$ cat src/rtl/rv_mul_seq_if.sv
// ---------------------------------------------------------------------------
// rv_mul_seq_if
//
// Purpose: groups the request/response signals of the sequential RV32M
// multiplier so the EX stage and the multiplier can be connected with a
// single port.
//
// Signals:
//   start_i  - request a new operation (accepted only in IDLE or DONE)
//   op_i     - funct3[1:0]: 00 MUL, 01 MULH, 10 MULHSU, 11 MULHU
//   src1     - multiplicand (rs1), sampled with start_i
//   src2     - multiplier (rs2), sampled with start_i
//   kill_i   - flush, abandons any operation in progress
//   busy_o   - high while the multiplier is iterating
//   valid_o  - one-cycle pulse, result_o is valid
//   result_o - selected 32-bit half of the product
//
// Modports:
//   master - the requester (pipeline / testbench) driving the operands
//   slave  - the multiplier itself
// ---------------------------------------------------------------------------
interface rv_mul_seq_if;

    logic        start_i;
    logic [1:0]  op_i;
    logic [31:0] src1;
    logic [31:0] src2;
    logic        kill_i;
    logic        busy_o;
    logic        valid_o;
    logic [31:0] result_o;

    // The requester drives the operation and watches the handshake.
    modport master (
        output start_i,
        output op_i,
        output src1,
        output src2,
        output kill_i,
        input  busy_o,
        input  valid_o,
        input  result_o
    );

    // The multiplier consumes the operation and produces the result.
    modport slave (
        input  start_i,
        input  op_i,
        input  src1,
        input  src2,
        input  kill_i,
        output busy_o,
        output valid_o,
        output result_o
    );

endinterface

$ cat src/rtl/rv_mul_seq.sv
// ---------------------------------------------------------------------------
// rv_mul_seq
//
// Purpose: multi-cycle RV32M multiplier (MUL, MULH, MULHSU, MULHU). Operands
// are converted to magnitudes at start, multiplied by radix-2 shift-add over
// 32 iterations, and the 64-bit product is negated at the end when the
// operand signs differ. The selected 32-bit half is registered on the edge
// that completes the last iteration and announced with a one-cycle valid.
//
// Ports:
//   clk_i  - clock, all state updates on the rising edge
//   rst_ni - asynchronous active-low reset
//   bus    - rv_mul_seq_if.slave: start_i, op_i, src1, src2, kill_i in;
//            busy_o, valid_o, result_o out
//
// Latency: a start accepted on the edge ending cycle N gives busy_o in
// cycles N+1..N+32 and valid_o in cycle N+33, independent of operand values.
// ---------------------------------------------------------------------------
module rv_mul_seq (
    input  logic          clk_i,
    input  logic          rst_ni,
    rv_mul_seq_if.slave   bus
);

    typedef enum logic [1:0] {
        IDLE = 2'd0,
        CALC = 2'd1,
        DONE = 2'd2
    } state_t;

    localparam logic [1:0] OP_MUL    = 2'b00;
    localparam logic [1:0] OP_MULH   = 2'b01;
    localparam logic [1:0] OP_MULHSU = 2'b10;

    state_t      state;
    state_t      state_next;

    logic [4:0]  cnt;
    logic [31:0] mcand;
    logic [31:0] mplier;
    logic [63:0] prod;
    logic [1:0]  op_q;
    logic        neg_q;
    logic [31:0] result_q;

    logic        src1_signed;
    logic        src2_signed;
    logic        src1_neg;
    logic        src2_neg;
    logic [31:0] src1_mag;
    logic [31:0] src2_mag;
    logic        neg_in;

    logic        accept;
    logic        calc_step;
    logic        last_step;

    logic [32:0] addend;
    logic [32:0] sum;
    logic [63:0] prod_step;
    logic [63:0] final_prod;
    logic [31:0] result_sel;

    // Decode which operands are treated as signed for the requested op and
    // turn them into unsigned magnitudes. The two's-complement negation of
    // 0x80000000 is 0x80000000 again, which is exactly the magnitude 2^31
    // read as unsigned, so no special case is needed.
    always_comb begin
        src1_signed = (bus.op_i == OP_MULH) || (bus.op_i == OP_MULHSU);
        src2_signed = (bus.op_i == OP_MULH);
        src1_neg    = src1_signed && bus.src1[31];
        src2_neg    = src2_signed && bus.src2[31];
        src1_mag    = src1_neg ? (~bus.src1 + 32'd1) : bus.src1;
        src2_mag    = src2_neg ? (~bus.src2 + 32'd1) : bus.src2;
        neg_in      = src1_neg ^ src2_neg;
    end

    // Handshake qualifiers. A kill always wins over a start, and a start seen
    // while iterating is simply not accepted.
    always_comb begin
        accept    = ((state == IDLE) || (state == DONE)) && bus.start_i && !bus.kill_i;
        calc_step = (state == CALC) && !bus.kill_i;
        last_step = calc_step && (cnt == 5'd31);
    end

    // One shift-add iteration. The multiplicand is added into the upper half
    // with a 33-bit sum so the carry is kept, then the whole {carry, P} is
    // shifted right by one. The low half of P collects finished product bits
    // as they fall out of the upper half.
    always_comb begin
        addend    = mplier[0] ? {1'b0, mcand} : 33'd0;
        sum       = {1'b0, prod[63:32]} + addend;
        prod_step = {sum, prod[31:1]};
    end

    // Sign fix-up and half selection, evaluated on the product that the last
    // iteration is about to produce so the result can be registered on the
    // same edge that leaves CALC.
    always_comb begin
        final_prod = neg_q ? (~prod_step + 64'd1) : prod_step;
        result_sel = (op_q == OP_MUL) ? final_prod[31:0] : final_prod[63:32];
    end

    // State register. Reset drops straight to IDLE from anywhere, including
    // the middle of an iteration, so no valid pulse can follow a reset.
    always_ff @(posedge clk_i or negedge rst_ni) begin
        if (!rst_ni) begin
            state <= IDLE;
        end else begin
            state <= state_next;
        end
    end

    // Next-state logic. DONE only lasts one cycle unless a new start is
    // accepted in it, which makes back-to-back operations run every 33 cycles.
    always_comb begin
        state_next = state;
        case (state)
            IDLE: begin
                if (bus.kill_i) begin
                    state_next = IDLE;
                end else if (bus.start_i) begin
                    state_next = CALC;
                end
            end
            CALC: begin
                if (bus.kill_i) begin
                    state_next = IDLE;
                end else if (cnt == 5'd31) begin
                    state_next = DONE;
                end
            end
            DONE: begin
                if (bus.kill_i) begin
                    state_next = IDLE;
                end else if (bus.start_i) begin
                    state_next = CALC;
                end else begin
                    state_next = IDLE;
                end
            end
            default: begin
                state_next = IDLE;
            end
        endcase
    end

    // Datapath registers. Operands, op and the sign flag are captured on an
    // accepted start; each CALC cycle advances the product and multiplier by
    // one bit. The result register is only written on the final iteration so
    // it holds its value across kills and idle periods.
    always_ff @(posedge clk_i or negedge rst_ni) begin
        if (!rst_ni) begin
            cnt      <= 5'd0;
            mcand    <= 32'd0;
            mplier   <= 32'd0;
            prod     <= 64'd0;
            op_q     <= 2'd0;
            neg_q    <= 1'b0;
            result_q <= 32'd0;
        end else if (accept) begin
            cnt    <= 5'd0;
            mcand  <= src1_mag;
            mplier <= src2_mag;
            prod   <= 64'd0;
            op_q   <= bus.op_i;
            neg_q  <= neg_in;
        end else if (calc_step) begin
            cnt    <= cnt + 5'd1;
            prod   <= prod_step;
            mplier <= {1'b0, mplier[31:1]};
            if (last_step) begin
                result_q <= result_sel;
            end
        end
    end

    // Status outputs come straight from the state register.
    assign bus.busy_o   = (state == CALC);
    assign bus.valid_o  = (state == DONE);
    assign bus.result_o = result_q;

endmodule

$ cat src/flat_wrapper.sv
// flat-port wrapper written by rule: the top's interface ports become plain ports
module rv_mul_seq_flat 
  (clk_i, rst_ni, bus_start_i, bus_op_i, bus_src1, bus_src2, bus_kill_i, bus_busy_o, bus_valid_o, bus_result_o);
  rv_mul_seq_if bus_i ();
  input  logic clk_i;
  input  logic rst_ni;
  input wire logic [$bits(bus_i.start_i)-1:0] bus_start_i;
  input wire logic [$bits(bus_i.op_i)-1:0] bus_op_i;
  input wire logic [$bits(bus_i.src1)-1:0] bus_src1;
  input wire logic [$bits(bus_i.src2)-1:0] bus_src2;
  input wire logic [$bits(bus_i.kill_i)-1:0] bus_kill_i;
  output wire logic [$bits(bus_i.busy_o)-1:0] bus_busy_o;
  output wire logic [$bits(bus_i.valid_o)-1:0] bus_valid_o;
  output wire logic [$bits(bus_i.result_o)-1:0] bus_result_o;
  assign bus_i.start_i = bus_start_i;
  assign bus_i.op_i = bus_op_i;
  assign bus_i.src1 = bus_src1;
  assign bus_i.src2 = bus_src2;
  assign bus_i.kill_i = bus_kill_i;
  assign bus_busy_o = bus_i.busy_o;
  assign bus_valid_o = bus_i.valid_o;
  assign bus_result_o = bus_i.result_o;
  rv_mul_seq u_core (.clk_i(clk_i), .rst_ni(rst_ni), .bus(bus_i));
endmodule
$ cat config.mk
export PLATFORM = sky130hd
export DESIGN_NAME = rv_mul_seq_flat
export DESIGN_NICKNAME = d
export VERILOG_FILES = /design/src/rtl/rv_mul_seq_if.sv /design/src/rtl/rv_mul_seq.sv /design/src/flat_wrapper.sv
export SDC_FILE = /design/constraint.sdc
export NUM_CORES = 1
export LEC_CHECK = 0
export CAP_MARGIN = 10
export CORE_UTILIZATION = 60
export CTS_CLUSTER_DIAMETER = 120
export DETAILED_ROUTE_END_ITERATION = 10
export PLACE_DENSITY = 0.83
export RECOVER_POWER = 100
export SLEW_MARGIN = 20
export SYNTH_ARGS = -nofsm -noshare
export SYNTH_HDL_FRONTEND = slang
export SYNTH_SLANG_ARGS = --single-unit
$ cat constraint.sdc
create_clock -name clk_i -period 13.8 [get_ports clk_i]
set_input_delay 1.38 -clock clk_i [delete_from_list [all_inputs] [get_ports clk_i]]
set_output_delay 1.38 -clock clk_i [all_outputs]
set_load 0.03 [all_outputs]
==> flow_summary.ini, run 1 <==
[route]
drt-pass1-iter-count = 6
detail-route-antenna-nets = 0
avgViaCountPerCell = 6.214
wl_um = 30430
post_drt_wl_per_cell_um = 18.23
vias = 10370
drt-initial-drc-count = 790
drc = 0

[sta]
period_share_pct = 55.47
setup_viol = 0
finalHoldViolations = 0
rsz0062_at_grt = no
tightestPinTransition_ns = 4.978
fin_crit_ns = 7.655
slew_headroom_pct = -231.9
maxSlewViolCount = 434
clock.fmax_mhz = 130.6
setup_tns_ns = 0
clock_skew_ns = 0.01081

[die]
die-width_um = 140.4
start_util_pct = 61.24
num_rows = 50
die_h_um = 140.4
core_area_sq_um = 18770
num_io_pins = 104
die_area_sq_um = 19710

[yosys]
ys_async_sr_fraction_pct = 100.0
synth-edff-count = 0
synthTopCellsByCount = nand2_1 (200), dfrtp_1 (169), o21ai_0 (137)
ys_types = 75
ys_seq_area_share_pct = 36.80
avgSynthCellArea_sq_um = 8.402
ys_seq_elements = 169
syn-num-nets = 1477
ys_top_cells_by_area = dfrtp_1 (37%), nand2_1 (6.5%), o21ai_0 (6.0%)
synth_top_area_cell = dfrtp_1
synth_cells = 1368
ys.flop_type = dfrtp_1
synth_warnings = 0
synth.most_common_cell = nand2_1
synth_area_sq_um = 11490
yosys.area.top_type_share_pct = 36.80

[global_route]
antenna_found_initial = 0
grt_pass1_wl_um = 50380
grt_pass1_vias = 9668
grt_max_degree = 127
track_usage_pct = 32.28
gr-total-overflow = 0

[clocking]
htreeDepth = 4
numCtsBuffers = 17
cts_sinks = 169
holdBufCountCts = 0
clkLatencyLatePin_ns = 0.44
cts_tree = yes
clk_pin_slew_worst_paths_ns = 0.07
postCtsSetupRepairBufs = 0
cts_resized = 0
root_buffer = clkbuf_16
clk_path_buf_depth = 2

[power_and_ir_drop]
peakVddDrop_mv = 0.09823
leakage_nw = 5.758
powerDensity_nw_per_um2 = 144.7

[placement]
post_dp_cell_area_sq_um = 12610
port_buffers = 103
hpwl_um = 21780
gp_congestion = 0.9314

[worst_setup_path]
worst-path-max-fanout = 90
r2r.worst_path.cells = 6
crit_type = in -> reg
endpoint_kind = flip-flop
critPathLaunchType = primary input
cp_data_arrival_time_ns = 7.96
required_ns = 14.11

[worst_hold_path]
whs_path_depth = 2
hp-class = reg -> reg

[status]
outcome = finished, violations left
failed_checks = capacitance limit, slew limit

[flow_run]
drv_cap = 5

[finish]
syn2layout_area_growth_pct = 14.43
diodes = 0
layout-drive-gt1-share_pct = 4.530
num-nets-final = 1531
stdcell_area_sq_um = 13150
state kept, by name, summed over array words and instances, names as in the netlist:
name / cells
u_core.prod: 63
u_core.bus.result_o: 32
u_core.mcand: 32
u_core.mplier: 32
u_core.cnt: 5
u_core.op_q: 2
u_core.state: 2
u_core.neg_q: 1
per-layer routing:
metal	vias up	global-route usage [%]	wire length, um
li1	5053	-	-
met4	0	8.733	561
met5	-	0	0
met2	345	50.47	13900
met3	42	5.197	1715
met1	4932	46.46	14250
through the flow:
stage	util, %	total power, W	cells	hold slack [ns]	worst slack [ns]
after global routing	70.08	0.002016	1669	0.4917	5.628
after global placement	67.21	0.001409	1637	0.4524	9.030
after floorplan	-	0.001202	1368	0.4418	9.483
after detailed placement	67.21	0.001423	1637	0.4595	8.925
final	70.08	0.001903	1669	0.4643	6.145
after CTS	70.23	0.001890	1669	0.4759	8.891
placed cells by master (no fill, tap or decap), types with 8 or more instances in the layout:
cell / Yosys / layout
a21o_1: 8 / 8
a21oi_1: 80 / 80
a22o_1: 55 / 55
a31oi_1: 40 / 40
and2_1: 39 / 39
and3_1: 12 / 12
clkbuf_16: 0 / 17
clkdlybuf4s50_1: 0 / 66
dfrtp_1: 169 / 169
dlygate4sd3_1: 0 / 36
ha_1: 38 / 38
inv_1: 19 / 19
nand2_1: 200 / 198
nand3_1: 16 / 16
nor2_1: 113 / 113
nor3_1: 27 / 27
nor4_1: 18 / 18
o211ai_1: 10 / 10
o21ai_0: 137 / 143
o21bai_1: 9 / 9
o31ai_1: 25 / 25
o41ai_1: 10 / 10
or3_1: 13 / 13
or4_1: 11 / 11
xnor2_1: 75 / 75
xor2_1: 59 / 59
kinds of logic (layout without fill, tap and decap cells):
| logic type | after synthesis | in the layout | synth area share [%] |
|---|---|---|---|
| simple gates | 495 | 495 | 20.72 |
| compound gates | 430 | 430 | 24.20 |
| flops | 169 | 169 | 36.80 |
| xor+xnor | 134 | 134 | 10.21 |
| buf+inv | 96 | 163 | 3.222 |
| fa+ha+maj | 39 | 39 | 4.311 |
| mux | 5 | 5 | 0.5443 |
critical path: stages:
cell,delay (ns)
dlygate4sd3_1,0.59
nor2b_4,0.11
clkbuf_1,2.94
nor2_1,0.96
clkbuf_1,1.28
a221o_1,0.65
cell type report:
class	instances	area, sq um
fillers	1538	5615
repair buffers	112	1077
flip-flops and latches	169	4229
clock inverters	12	110.1
well taps	234	292.8
inverters	19	71.32
multi-input cells	1103	6915
clock buffers	20	456.7
path summary, 6_finish.rpt:
kind / from / end / slack, ns
min reg2reg: u_core.bus.result_o[18] / u_core.bus.result_o[18] / 0.46
max in group asynchronous: rst_ni / u_core.prod[35] / 8.14
max: bus_kill_i / u_core.mplier[1] / 6.14
max reg2reg: u_core.state[1] / u_core.mplier[1] / 6.99
min: u_core.bus.result_o[18] / u_core.bus.result_o[18] / 0.46
min in group asynchronous: rst_ni / u_core.prod[15] / 2.73
report_power, final:
part,internal [W],switching [W]
clock network,0.000247,0.000219
registers,0.000576,0.0000618
logic,0.000297,0.000503
(Power assumes the default switching activity.)
==> run 2, diff against run 1 <==
--- a/config.mk
+++ b/config.mk
@@ -6,10 +6,10 @@
 export NUM_CORES = 1
 export LEC_CHECK = 0
 export CAP_MARGIN = 10
-export CORE_UTILIZATION = 60
+export CORE_UTILIZATION = 53
 export CTS_CLUSTER_DIAMETER = 120
 export DETAILED_ROUTE_END_ITERATION = 10
-export PLACE_DENSITY = 0.83
+export PLACE_DENSITY = 0.77
 export RECOVER_POWER = 100
 export SLEW_MARGIN = 20
 export SYNTH_ARGS = -nofsm -noshare
==> constraint.sdc (replaced) <==
create_clock -name clk_i -period 6.2 [get_ports clk_i]
set_input_delay 0.62 -clock clk_i [delete_from_list [all_inputs] [get_ports clk_i]]
set_output_delay 0.62 -clock clk_i [all_outputs]
set_load 0.03 [all_outputs]
==> flow_summary.ini, run 2 (same netlist as run 1, synthesis figures left out) <==
[status]
outcome = finished, violations left
failed_checks = capacitance limit, slew limit

[worst_setup_path]
required_ns = 6.55
endpoint_kind = flip-flop
critPathLaunchType = flip-flop
worst-path-max-fanout = 33
cp_data_arrival_time_ns = 5.37
crit_type = reg -> reg

[sta]
finalHoldViolations = 0
hold_slack_ns = 0.2715
slew_headroom_pct = -201.1
period_share_pct = 80.91
fin_ws_ns = 1.184
maxSlewViolCount = 340
rsz0062_at_grt = no
fin_crit_ns = 5.016
clock_skew_ns = 0.01343
tightestPinTransition_ns = 4.517
clock.fmax_mhz = 199.3
setup_viol = 0
setup_tns_ns = 0

[die]
die_area_sq_um = 22280
num_io_pins = 104
die-width_um = 149.3
start_util_pct = 54.33
core_area_sq_um = 21150
num_rows = 53
die_h_um = 149.3

[finish]
mostFrequentLayoutCell = nand2_1
multi_input_area_sq_um = 6872
regMostFlops = u_core.prod
layout-drive-gt1-share_pct = 4.181
diodes = 0
final_cell_mix = nand2_1 (198), dfrtp_1 (169), o21ai_0 (142), nor2_1 (113), a21oi_1 (80)
final-seq-area_sq_um = 4229
num-nets-final = 1531
syn2layout_area_growth_pct = 14.95
largest_register_ffs = 63
n_fill_cell = 1815

[placement]
gp_congestion = 0.9066
hpwl_um = 21830
port_buffers = 103
pre_cts_slack_ns = 1.321

[route]
detail-route-antenna-nets = 0
avgViaCountPerCell = 6.116
drt-initial-drc-count = 693
vias = 10460
drc = 0
drt-pass1-iter-count = 9
post_drt_wl_per_cell_um = 17.73
wl_um = 30310

[global_route]
grt_max_degree = 127
grt_pass1_wl_um = 50290
antenna_found_initial = 0
track_usage_pct = 28.44
gr-total-overflow = 0
grt_pass1_vias = 9786

[power_and_ir_drop]
powerDensity_nw_per_um2 = 323.9
pwr-share-comb_pct = 40.8
sequentialPowerShare_pct = 33.1
switching_share_pct = 39.54
p_int_w = 0.002587
p_sw_w = 0.001692
peakVddDrop_mv = 0.2064
leakage_nw = 5.776
p_clk_share_pct = 26.1
power_w = 0.004279

[clocking]
cts_tree = yes
numCtsBuffers = 17
clkLatencyLatePin_ns = 0.43
cts_resized = 0
root_buffer = clkbuf_16
htreeDepth = 4
cts_sinks = 169
holdBufCountCts = 0
clk_path_buf_depth = 2
clk_pin_slew_worst_paths_ns = 0.07
postCtsSetupRepairBufs = 0

[flow_run]
drv_cap = 5

[worst_hold_path]
hp-class = in -> async
## run 2: changes by cell type in the layout (fill, tap and decap cells not counted), moves of 2 or more
cell,previous run,this run
and2_1,39,36
nor4_1,18,20
inv_6,6,3
bufinv_16,0,3
and2_0,0,3
o41ai_2,2,0
o41ai_1,10,12
## run 2: final timing paths
path,start,endpoint,slack (ns),cells after the start
hold / removal,rst_ni,u_core.prod[14],0.27,1
setup reg to reg,u_core.mplier[0],u_core.bus.result_o[29],1.18,12
hold reg to reg,u_core.bus.result_o[18],u_core.bus.result_o[18],0.46,2
max in group asynchronous,rst_ni,u_core.prod[59],1.57,2
min in group clk_i,u_core.bus.result_o[18],u_core.bus.result_o[18],0.46,2
setup / recovery,u_core.mplier[0],u_core.bus.result_o[29],1.18,12
## run 2: stage by stage
| step | instances | area, sq um | utilization (%) |
|---|---|---|---|
| global placement | 1678 | 12660 | 59.87 |
| global route | 1710 | 13210 | 62.45 |
| CTS | 1710 | 13280 | 62.76 |
| detailed placement | 1678 | 12660 | 59.87 |
| finish | 1710 | 13210 | 62.45 |
| floorplan | 1368 | 11490 | - |
## run 2: area by class of cell
type,count,share of cell area (%)
Multi-Input combinational cell,1103,52.01
Sequential cell,169,32.01
Timing Repair Buffer,112,8.211
Clock buffer,20,3.381
Tap cell,275,2.604
Clock inverter,12,1.241
Inverter,19,0.5398
## run 2: metal layers
layer | global-route usage (%) | part of all wire (%) | vias to the layer above
met4 | 7.551 | 2.1 | 0
met2 | 44.33 | 45 | 311
met5 | 0 | 0 | -
met1 | 40.96 | 47 | 5065
met3 | 4.495 | 5.4 | 41
li1 | - | - | 5041
## run 2: power groups by stage
stage	sequential, W	combinational [W]	clock (W)
2_1_floorplan	0.00138	0.00130	0
6_report	0.00142	0.00175	0.00112
3_3_place_gp	0.00143	0.00170	0
3_5_place_dp	0.00143	0.00173	0
5_1_grt	0.00144	0.00191	0.00117
4_1_cts	0.00141	0.00174	0.00113
## run 2: worst max-delay path, cell delays in order (launching register included)
cell	delay [ns]
dfrtp_1	0.68
and2_0	0.28
ha_1	0.44
o211ai_1	0.19
o21ai_0	0.61
nand3_1	0.13
and3_1	0.25
a211o_1	0.31
xor2_1	0.29
or4b_1	0.55
or4b_1	0.63
or4_1	0.43
a31oi_1	0.16
==> run 3, diff against run 2 <==
==> constraint.sdc (replaced) <==
create_clock -name clk_i -period 4.6 [get_ports clk_i]
set_input_delay 0.46 -clock clk_i [delete_from_list [all_inputs] [get_ports clk_i]]
set_output_delay 0.46 -clock clk_i [all_outputs]
set_load 0.03 [all_outputs]
==> flow_summary.ini, run 3 (same netlist as run 1, synthesis figures left out) <==
[finish]
multi_input_area_sq_um = 6909
final_util_pct = 63.13
diodes = 0
final-seq-area_sq_um = 4229
regMostFlops = u_core.prod
final_cell_mix = nand2_1 (200), dfrtp_1 (169), o21ai_0 (141), nor2_1 (113), a21oi_1 (80)
mostFrequentLayoutCell = nand2_1
layout-drive-gt1-share_pct = 5.640
stdcell_area_sq_um = 13360
stdcell_count = 1729
syn2layout_area_growth_pct = 16.20
largest_register_ffs = 63
n_fill_cell = 1849
num-nets-final = 1551

[die]
core_area_sq_um = 21150
num_rows = 53
die-width_um = 149.3
num_io_pins = 104
die_area_sq_um = 22280
die_h_um = 149.3
start_util_pct = 54.33

[power_and_ir_drop]
leakage_nw = 5.862
sequentialPowerShare_pct = 32.7
p_int_w = 0.003447
powerDensity_nw_per_um2 = 436.1
p_clk_share_pct = 24.2
p_sw_w = 0.002376
pwr-share-comb_pct = 43.1
switching_share_pct = 40.81
peakVddDrop_mv = 0.2591

[worst_setup_path]
critPathLaunchType = flip-flop
cp_top_family = simple AND/OR/NAND/NOR gates
r2r_start = u_core.mplier[0]
crit_type = reg -> reg
worst-path-max-fanout = 29
rrSetupSlack_ns = 0.24
crit_start = u_core.mplier[0]
slowest_stage = or4b_1
crit_path_cell_trace = buf_12, and2_1, ha_1, nand2_1, nor4_4, nand3_1, and3_1, a211o_1, xor2_1, or4b_1, or4b_1, or4_1, a31oi_1
cp_data_arrival_time_ns = 4.73
required_ns = 4.97
endpoint_kind = flip-flop
path_buf_inv = 1
crit_path_max_incr_delay_ns = 0.62
cpMostUsedCell = or4b_1

[global_route]
gr-total-overflow = 0
grt_pass1_wl_um = 51330
track_usage_pct = 29.33
antenna_found_initial = 0
grt_max_degree = 99
grt_pass1_vias = 9787

[sta]
fin_crit_ns = 4.355
slew_headroom_pct = -58.21
clock.fmax_mhz = 229.6
clock_skew_ns = 0.01705
period_share_pct = 94.68
maxSlewViolCount = 326
finalHoldViolations = 0
setup_tns_ns = 0
rsz0062_at_grt = no
fin_ws_ns = 0.2449
tightestPinTransition_ns = 2.373
setup_viol = 0

[worst_hold_path]
hp-class = reg -> reg
hold_start = u_core.bus.result_o[18]

[route]
drc = 0
post_drt_wl_per_cell_um = 17.96
vias = 10440
drt-initial-drc-count = 897
drt-pass1-iter-count = 5
wl_um = 31050
avgViaCountPerCell = 6.036
detail-route-antenna-nets = 0

[clocking]
holdBufCountCts = 0
clkLatencyLatePin_ns = 0.45
clk_path_buf_depth = 2
cts_sinks = 169
numCtsBuffers = 17
clk_pin_slew_worst_paths_ns = 0.07
root_buffer = clkbuf_16
cts_tree = yes
htreeDepth = 4

[placement]
gp_congestion = 0.9124
pre_cts_slack_ns = 0.2155
placedCellCount = 1698
hpwl_um = 22920
post_dp_cell_area_sq_um = 12840
port_buffers = 103

[flow_run]
drv_cap = 5

[status]
outcome = finished, violations left
failed_checks = capacitance limit, slew limit
run 3: changes by cell type in the layout (fill, tap and decap cells not counted), moves of 2 or more:
cell and change:
clkbuf_8 +2, nand2_1 +2, dlygate4sd3_1 +2, clkbuf_1 -2, clkbuf_2 +5, nor4_4 +2
clkinv_2 -2, buf_4 +15, nor4_1 -2, clkdlybuf4s50_1 -2, inv_6 +2, clkinvlp_4 +2
bufinv_16 -3
run 3: repair_timing:
item / in CTS / in global routing
setup buffers: 0 / 0
resized for setup: 0 / 4
setup endpoints to repair: 0 / 2
run 3: power by group through the flow:
stage | Combinational, W | Clock (W) | Sequential [W]
final | 0.00251 | 0.00141 | 0.00190
after global routing | 0.00276 | 0.00148 | 0.00193
after CTS | 0.00249 | 0.00142 | 0.00190
after detailed placement | 0.00248 | 0 | 0.00192
after global placement | 0.00243 | 0 | 0.00192
after floorplan | 0.00175 | 0 | 0.00186
run 3: layout make-up:
cell class	count	area share [%]
inverter	19	0.5340
sequential	169	31.67
multi-input combinational	1103	51.73
timing repair buffer	132	9.219
clock buffer	20	3.494
clock inverter	11	0.7776
tap	275	2.576
run 3: path summary, 6_finish.rpt:
path | to | cells past startpoint
worst max-delay path | u_core.bus.result_o[29] | 13
worst min-delay path | u_core.bus.result_o[18] | 2
worst max register to register | u_core.bus.result_o[29] | 13
worst min register to register | u_core.bus.result_o[18] | 2
max in group asynchronous | u_core.mcand[20] | 2
min in group asynchronous | u_core.prod[12] | 1
run 3: per-stage QoR:
stage | power, W | hold slack [ns]
3_5_place_dp | 0.004398 | 0.4668
6_report | 0.005824 | 0.4692
3_3_place_gp | 0.004353 | 0.4529
4_1_cts | 0.005807 | 0.1469
2_1_floorplan | 0.003606 | 0.1644
5_1_grt | 0.006165 | 0.4923
run 3: metal layers:
layer  global-route usage (%)  share of wire (%)
met1                    42.30                 48
met2                    46.30                 46
met3                    3.456                4.2
met4                    8.265                1.7
met5                        0                  0
run 3: worst reg2reg max path, stage by stage (launching register included):
cell     delay [ns]
dfrtp_1        0.44
buf_12         0.18
and2_1         0.15
ha_1           0.44
nand2_1        0.17
nor4_4         0.39
nand3_1        0.13
and3_1         0.23
a211o_1        0.30
xor2_1         0.17
or4b_1         0.48
or4b_1         0.62
or4_1          0.42
a31oi_1        0.16
